<file path="src/rtl/rotary_stimulus_gen.sv">
// Quadrature detent generator: turns one increment/decrement command
// into a full four-phase Gray sequence on the A/B channels.
module rotary_stimulus_gen #(
  parameter int PHASE_CYCLES = 4,
  parameter int COUNT_W      = 8
) (
  input  logic               clk,
  input  logic               reset,
  input  logic               step_valid,
  input  logic               step_dir,
  output logic               step_ready,
  output logic               rotary_inc_a,
  output logic               rotary_inc_b,
  output logic               step_done,
  output logic               busy,
  output logic [COUNT_W-1:0] position
);

  typedef enum logic [2:0] {
    IDLE,
    PH1,
    PH2,
    PH3,
    GAP
  } state_t;

  localparam logic [7:0] RELOAD = 8'(PHASE_CYCLES - 1);

  state_t             state;
  state_t             state_n;
  logic [7:0]         cnt;
  logic [7:0]         cnt_n;
  logic               dir;
  logic               dir_n;
  logic               a_n;
  logic               b_n;
  logic               done_n;
  logic [COUNT_W-1:0] pos_n;
  logic               expire;

  assign expire     = (cnt == 8'd0);
  assign step_ready = (state == IDLE);
  assign busy       = (state != IDLE);

  // Next state, phase counter, direction latch and position update
  always_comb begin
    state_n = state;
    cnt_n   = cnt;
    dir_n   = dir;
    done_n  = 1'b0;
    pos_n   = position;
    unique case (state)
      IDLE: begin
        if (step_valid) begin
          state_n = PH1;
          cnt_n   = RELOAD;
          dir_n   = step_dir;
        end
      end
      PH1: begin
        if (expire) begin
          state_n = PH2;
          cnt_n   = RELOAD;
        end else begin
          cnt_n = cnt - 8'd1;
        end
      end
      PH2: begin
        if (expire) begin
          state_n = PH3;
          cnt_n   = RELOAD;
        end else begin
          cnt_n = cnt - 8'd1;
        end
      end
      PH3: begin
        if (expire) begin
          state_n = GAP;
          cnt_n   = RELOAD;
          done_n  = 1'b1;
          if (dir) begin
            pos_n = position + COUNT_W'(1);
          end else begin
            pos_n = position - COUNT_W'(1);
          end
        end else begin
          cnt_n = cnt - 8'd1;
        end
      end
      GAP: begin
        if (expire) begin
          state_n = IDLE;
          cnt_n   = RELOAD;
        end else begin
          cnt_n = cnt - 8'd1;
        end
      end
      default: begin
        state_n = IDLE;
        cnt_n   = 8'd0;
      end
    endcase
  end

  // Channel levels follow the state being entered so A/B are registered
  always_comb begin
    a_n = 1'b0;
    b_n = 1'b0;
    unique case (state_n)
      PH1: begin
        a_n = ~dir_n;
        b_n = dir_n;
      end
      PH2: begin
        a_n = 1'b1;
        b_n = 1'b1;
      end
      PH3: begin
        a_n = dir_n;
        b_n = ~dir_n;
      end
      default: begin
        a_n = 1'b0;
        b_n = 1'b0;
      end
    endcase
  end

  // State register; reset aborts any partial detent silently
  always_ff @(posedge clk) begin
    if (reset) begin
      state        <= IDLE;
      cnt          <= 8'd0;
      dir          <= 1'b0;
      rotary_inc_a <= 1'b0;
      rotary_inc_b <= 1'b0;
      step_done    <= 1'b0;
      position     <= '0;
    end else begin
      state        <= state_n;
      cnt          <= cnt_n;
      dir          <= dir_n;
      rotary_inc_a <= a_n;
      rotary_inc_b <= b_n;
      step_done    <= done_n;
      position     <= pos_n;
    end
  end

endmodule

</file>
<file path="config.mk">
export PLATFORM = sky130hd
export DESIGN_NAME = rotary_stimulus_gen
export DESIGN_NICKNAME = d
export VERILOG_FILES = /design/src/rtl/rotary_stimulus_gen.sv
export SDC_FILE = /design/constraint.sdc
export NUM_CORES = 1
export LEC_CHECK = 0
export CAP_MARGIN = 40
export CORE_ASPECT_RATIO = 1.2
export CORE_MARGIN = 4
export CORE_UTILIZATION = 40
export CTS_CLUSTER_SIZE = 25
export DETAILED_ROUTE_END_ITERATION = 10
export GPL_TIMING_DRIVEN = 0
export PLACE_DENSITY = 0.71
export SYNTH_ARGS = -nofsm -noshare
export SYNTH_HDL_FRONTEND = slang
export SYNTH_SLANG_ARGS = --single-unit
</file>
<file path="constraint.sdc">
create_clock -name clk -period 2 [get_ports clk]
set_input_delay 0.6 -clock clk [delete_from_list [all_inputs] [get_ports clk]]
set_output_delay 0.6 -clock clk [all_outputs]
set_load 0.1 [all_outputs]
</file>
-- Yosys cells after proc, flatten, opt, wreduce, memory -nomap -nowiden
Index checks and enable logic that the tools add are counted.
- bits in registers: 23
- output and inout bits: 13
- logic and storage cells: 41
- input bits: 4
- eq/ne operators: 8
- add/sub/neg operators: 3
- reduce and logical (&&, ||, !) cells: 6
- bitwise gates (word level): 2
- multiplexer cells: 15
- operators with widths (operator ; count):
    8-bit two-way mux ; 3
    8-bit case mux with 2 select lines ; 1
    8-bit by 1-bit subtractor with 8-bit output (second input constant) ; 2
    3-bit two-way mux ; 5
    3-bit case mux with 5 select lines ; 1
    3-bit by 2-bit == test with 1-bit output (second input constant) ; 4
    8-bit by 1-bit adder with 8-bit output (second input constant) ; 1
    8-bit zero test ; 1
    3-bit by 1-bit == test with 1-bit output (second input constant) ; 2
    1-bit case mux with 3 select lines ; 2
    4-bit OR reduction ; 1
    3-bit == test (second input constant) ; 1
    3-bit zero test ; 1
    1-bit two-way mux ; 3
    3-bit nonzero test ; 1
    2-bit inequality test (second input constant) ; 1
    1-bit inverter ; 2
    2-bit AND reduction ; 1
    2-bit OR reduction ; 1

-- Longest topological paths before layout
- depth after elaboration: 5
- mapped depth: 8
- mapped depth without buffers: 7

-- Worst setup path after synthesis
No wires, ideal clock.
- kind: register -> register
- start: register state[0]
- end: register cnt[3]
- required time: 1877 ps
- setup slack: -1703 ps
- stages on the path, launching flop included: 9
- data arrival time: 3580 ps
- period minus slack after synthesis: 3703 ps
- library setup time: 123 ps
- path buffers: 1
- cells stage by stage: dfxtp_1 > or2_2 > clkbuf_1 > nor2_1 > inv_1 > nor2_1 > nor4_1 > xnor2_1 > nor2_1
- elaborated cells on any way between the ends: 8
- those cells by class: eq/ne (5); mux (1); reduce/logical (2)
- RTL lines (what ; line ; source):
    start: declaration ; 29 ; state_t state;
    start signal: assignment ; 140 ; state <= state_n;
    3-bit zero test (*) ; -- ;
    via step_ready ; 11 ; output logic step_ready,
    8-bit case mux with 2 select lines or 2-bit inequality test (tied branches) ; -- ;
    end signal: assignment ; 141 ; cnt <= cnt_n;
    end: declaration ; 31 ; logic [7:0] cnt;
Mark *: on every way through the listed nets, which the timed path passes. The rest lies on a longest branch.
A chain may end at the register's enable or synchronous reset.

-- Final worst setup path
- start: register cnt[0]
- end: register rotary_inc_a
- word-level cells in the longest chain between the ends: 5
- elaborated cells on any way between the ends: 10
- those cells by class: eq/ne (3); mux (6); reduce/logical (1)
- ends and longest elaborated chain (what ; line ; source):
    8-bit zero test (*) ; 41 ; assign expire = (cnt == 8'd0);
    3-bit two-way mux (on tied branches) ; -- ;
    3-bit case mux with 5 select lines (*) ; 52 ; unique case (state)
    3-bit by 2-bit == test with 1-bit output or 3-bit by 1-bit == test with 1-bit output (tied branches) ; 109 ; unique case (state_n)
    1-bit case mux with 3 select lines (*) ; 109 ;
    end signal: assignment ; 143 ; rotary_inc_a <= a_n;
    end: declaration ; 12 ; output logic rotary_inc_a,
Every way passes the cells marked *; elsewhere a longest branch is shown, timed or not.

==> reports/qor.yml <==
grt_pass1_wl_um: 5460
synthDistinctLibCells: 42
timing.hold.worst.start: "cnt[0]"
drc: 0
synth_top_cells_by_area: "dfxtp_1 (34%), nor2_1 (7.3%), ha_1 (6.6%)"
synth.cell_area_um2: 1340
postRouteAntennaNets: 0
synth_async_sr_flop_share_pct: 0
power_per_cell_area_nw_per_um2: 1100
crit_type: "reg -> reg"
post-place-ws_ns: -0.365
failed_checks: "negative setup slack"
holdPathStages: 1
p_total_mw: 2.21
cts.root.buffer_cell: "clkbuf_4"
yosysSeqAreaShare_pct: 34.5
synth_top_area_share_pct: 34.5
cts_buffer_depth: 2
detailedPlacementHpwl_um: 2350
pin_count_of_the_biggest_net_entering_global_routing: 13
number_of_buffers_inserted_by_hold_repair_at_cts: 0
cp-start-kind: "flop"
antenna_found_initial: 0
cts_htree_levels: 1
post_synth_edffs: 0
yosys_register_bits: 23
placedInstanceArea_um2: 1780
clk_pin_slew_worst_paths_ns: 0.13
fp-row-count: 22
cts_tree: "built"
run_status: "finished, violations left"
yosysWarningCount: 0
die_w_um: 60.8
die-area_um2: 4330
routability_congestion_estimate_from_global_placement: 0.839
critical_path_peak_fanout: 6
ys.flop_type: "dfxtp_1"
drt_first_iter_violations: 47
final.min_clock_period_ns: 2.03
synthCells: 158
required_ns: 2.20
design.final.nets: 209
fp.coreArea_um2: 3140
io_pins: 17
first_global_vias: 1252
initial_core_util_pct: 42.6
setup_ws_ns: -0.0252
ir_drop_uv: 789
worst_setup_path_end_kind: "flop"
number_of_failing_setup_endpoints_in_the_final_timing_report: 2
syn_avg_cell_area_um2: 8.46
crit_startpoint: "cnt[0]"
clock_insertion_delay_worst_skew_ns: 0.32
yosysTopAreaCell: "dfxtp_1"
fin_area_um2: 2010
synthesis.nets: 170
r2r-start: "cnt[0]"
via_count_normalized_by_instance_count: 5.63
globalRouteOverflowTotal: 0
leakagePower_nw: 0.848
final_cell_mix: "nor2_1 (24), buf_4 (11), buf_12 (11)"
hold_path_class: "reg -> reg"
skew_ns: 0.0137
crit_path_max_incr_delay_ns: 0.44
area_growth_pct: 50.5
post_route_cells_drive_above_1_share_pct: 34.2
dr.pass1.iters: 4
grt.total_usage_pct: 16.4
headroom_to_the_max_slew_limit_pct: 64.8
cpMaxStageDelayCell: "or4_4"
path_cells: "inv_1 -> ha_4 -> or3b_4 -> or4_4 -> a21oi_4 -> xor2_1 -> nor2_1"
cts_sinks: 23
die_height_um: 71.3
grt_setup_unrepaired: "yes"
maxCapViolCount: 0
post-route-util_pct: 64.1
hold_viol_final: 0
period_share_pct: 101
vias: 1305
worst-slew-pin-transition_ns: 0.528
numCtsBuffers: 3
antenna-diode-count: 0
worst-endpoint-arrival_ns: 2.22
setup_tns_final_ns: -0.0360
final_common_cell: "nor2_1"
max_clock_freq_mhz: 494
maxSlewViolCount: 0
buffer_ports.inserted: 16
wl_per_cell_um: 15.3
worstRegToRegCells: 7
detail_route.wirelength_um: 3540
## kinds of logic after synthesis
group / Yosys count / synth area share (%)
compound gates: 39 / 19.0
xor+xnor: 10 / 6.55
fa+ha+maj: 8 / 8.05
buf+inv: 11 / 3.28
flops: 23 / 34.5
mux: 5 / 3.84
simple gates: 62 / 24.8
## final timing paths
kind | to | slack [ns]
setup / recovery | rotary_inc_a | -0.03
hold / removal | cnt[0] | 0.48
hold reg to reg | cnt[0] | 0.48
setup reg to reg | rotary_inc_a | -0.03
## stage by stage
stage | cells | hold WS (ns)
3_5_place_dp | 223 | 0.487
5_1_grt | 232 | 0.521
2_1_floorplan | 158 | 0.483
6_report | 232 | 0.484
3_3_place_gp | 210 | 0.473
4_1_cts | 227 | 0.486
## worst max-delay path, delay by kind of cell, from the launching register on
kind            cells  cell delay [ns]
simple gates        3             0.91
compound gates      1             0.19
fa+ha+maj           1             0.17
flops               1             0.36
xor+xnor            1             0.17
buf+inv             1             0.09
## layout make-up
cell class                 instances  area (um2)
fill                             263        1130
buffer                             4        20.0
multi-input combinational        124         952
sequential                        23         495
inverter                           6        26.3
tap                               36        45.0
clock buffer                       4        26.3
timing repair buffer              35         445
## sequential cells by signal, indices dropped and copies added, names as in the netlist
name / count
rotary_inc_b: 1
cnt: 8
state: 3
dir: 1
step_done: 1
rotary_inc_a: 1
position: 8
## cells in the mapped netlist (2+ instances only)
master	instances
or3b_2	2
a21oi_1	11
nor3_1	3
nand3_1	4
xnor2_1	5
nor4_1	2
inv_1	6
dfxtp_1	23
a31oi_1	5
buf_2	2
o211ai_1	2
mux2i_1	4
a311o_1	2
nand4_1	4
o21ai_1	2
nor2b_1	3
clkbuf_1	3
or3_1	2
or4_4	2
nand2_1	5
ha_1	7
nor2_1	26
o21ai_0	5
xor2_1	5
a211oi_1	5
a21o_1	2
## per-layer routing
layer  GRT usage [%]  share of wire, %  vias up
met5               0                 0        -
met4            8.19               2.0        0
met3            3.42               4.0        9
met2            27.2                54       34
met1            19.4                40      606
li1                -                 -      656
## what timing repair did
item,in CTS,in global routing
endpoints found under the setup margin,23,14
setup buffers,4,7
pin swaps,2,6
gates cloned,0,0
gates resized for setup,33,16
## power breakdown
group	leakage (nW)	total (mW)	internal, mW	switching, mW
Clock	0.0150	0.222	0.0781	0.144
Sequential	0.196	0.628	0.537	0.0905
Combinational	0.637	1.36	0.589	0.769
Total	0.848	2.21	1.20	1.00
No activity file was read; power rests on OpenSTA's default activity.
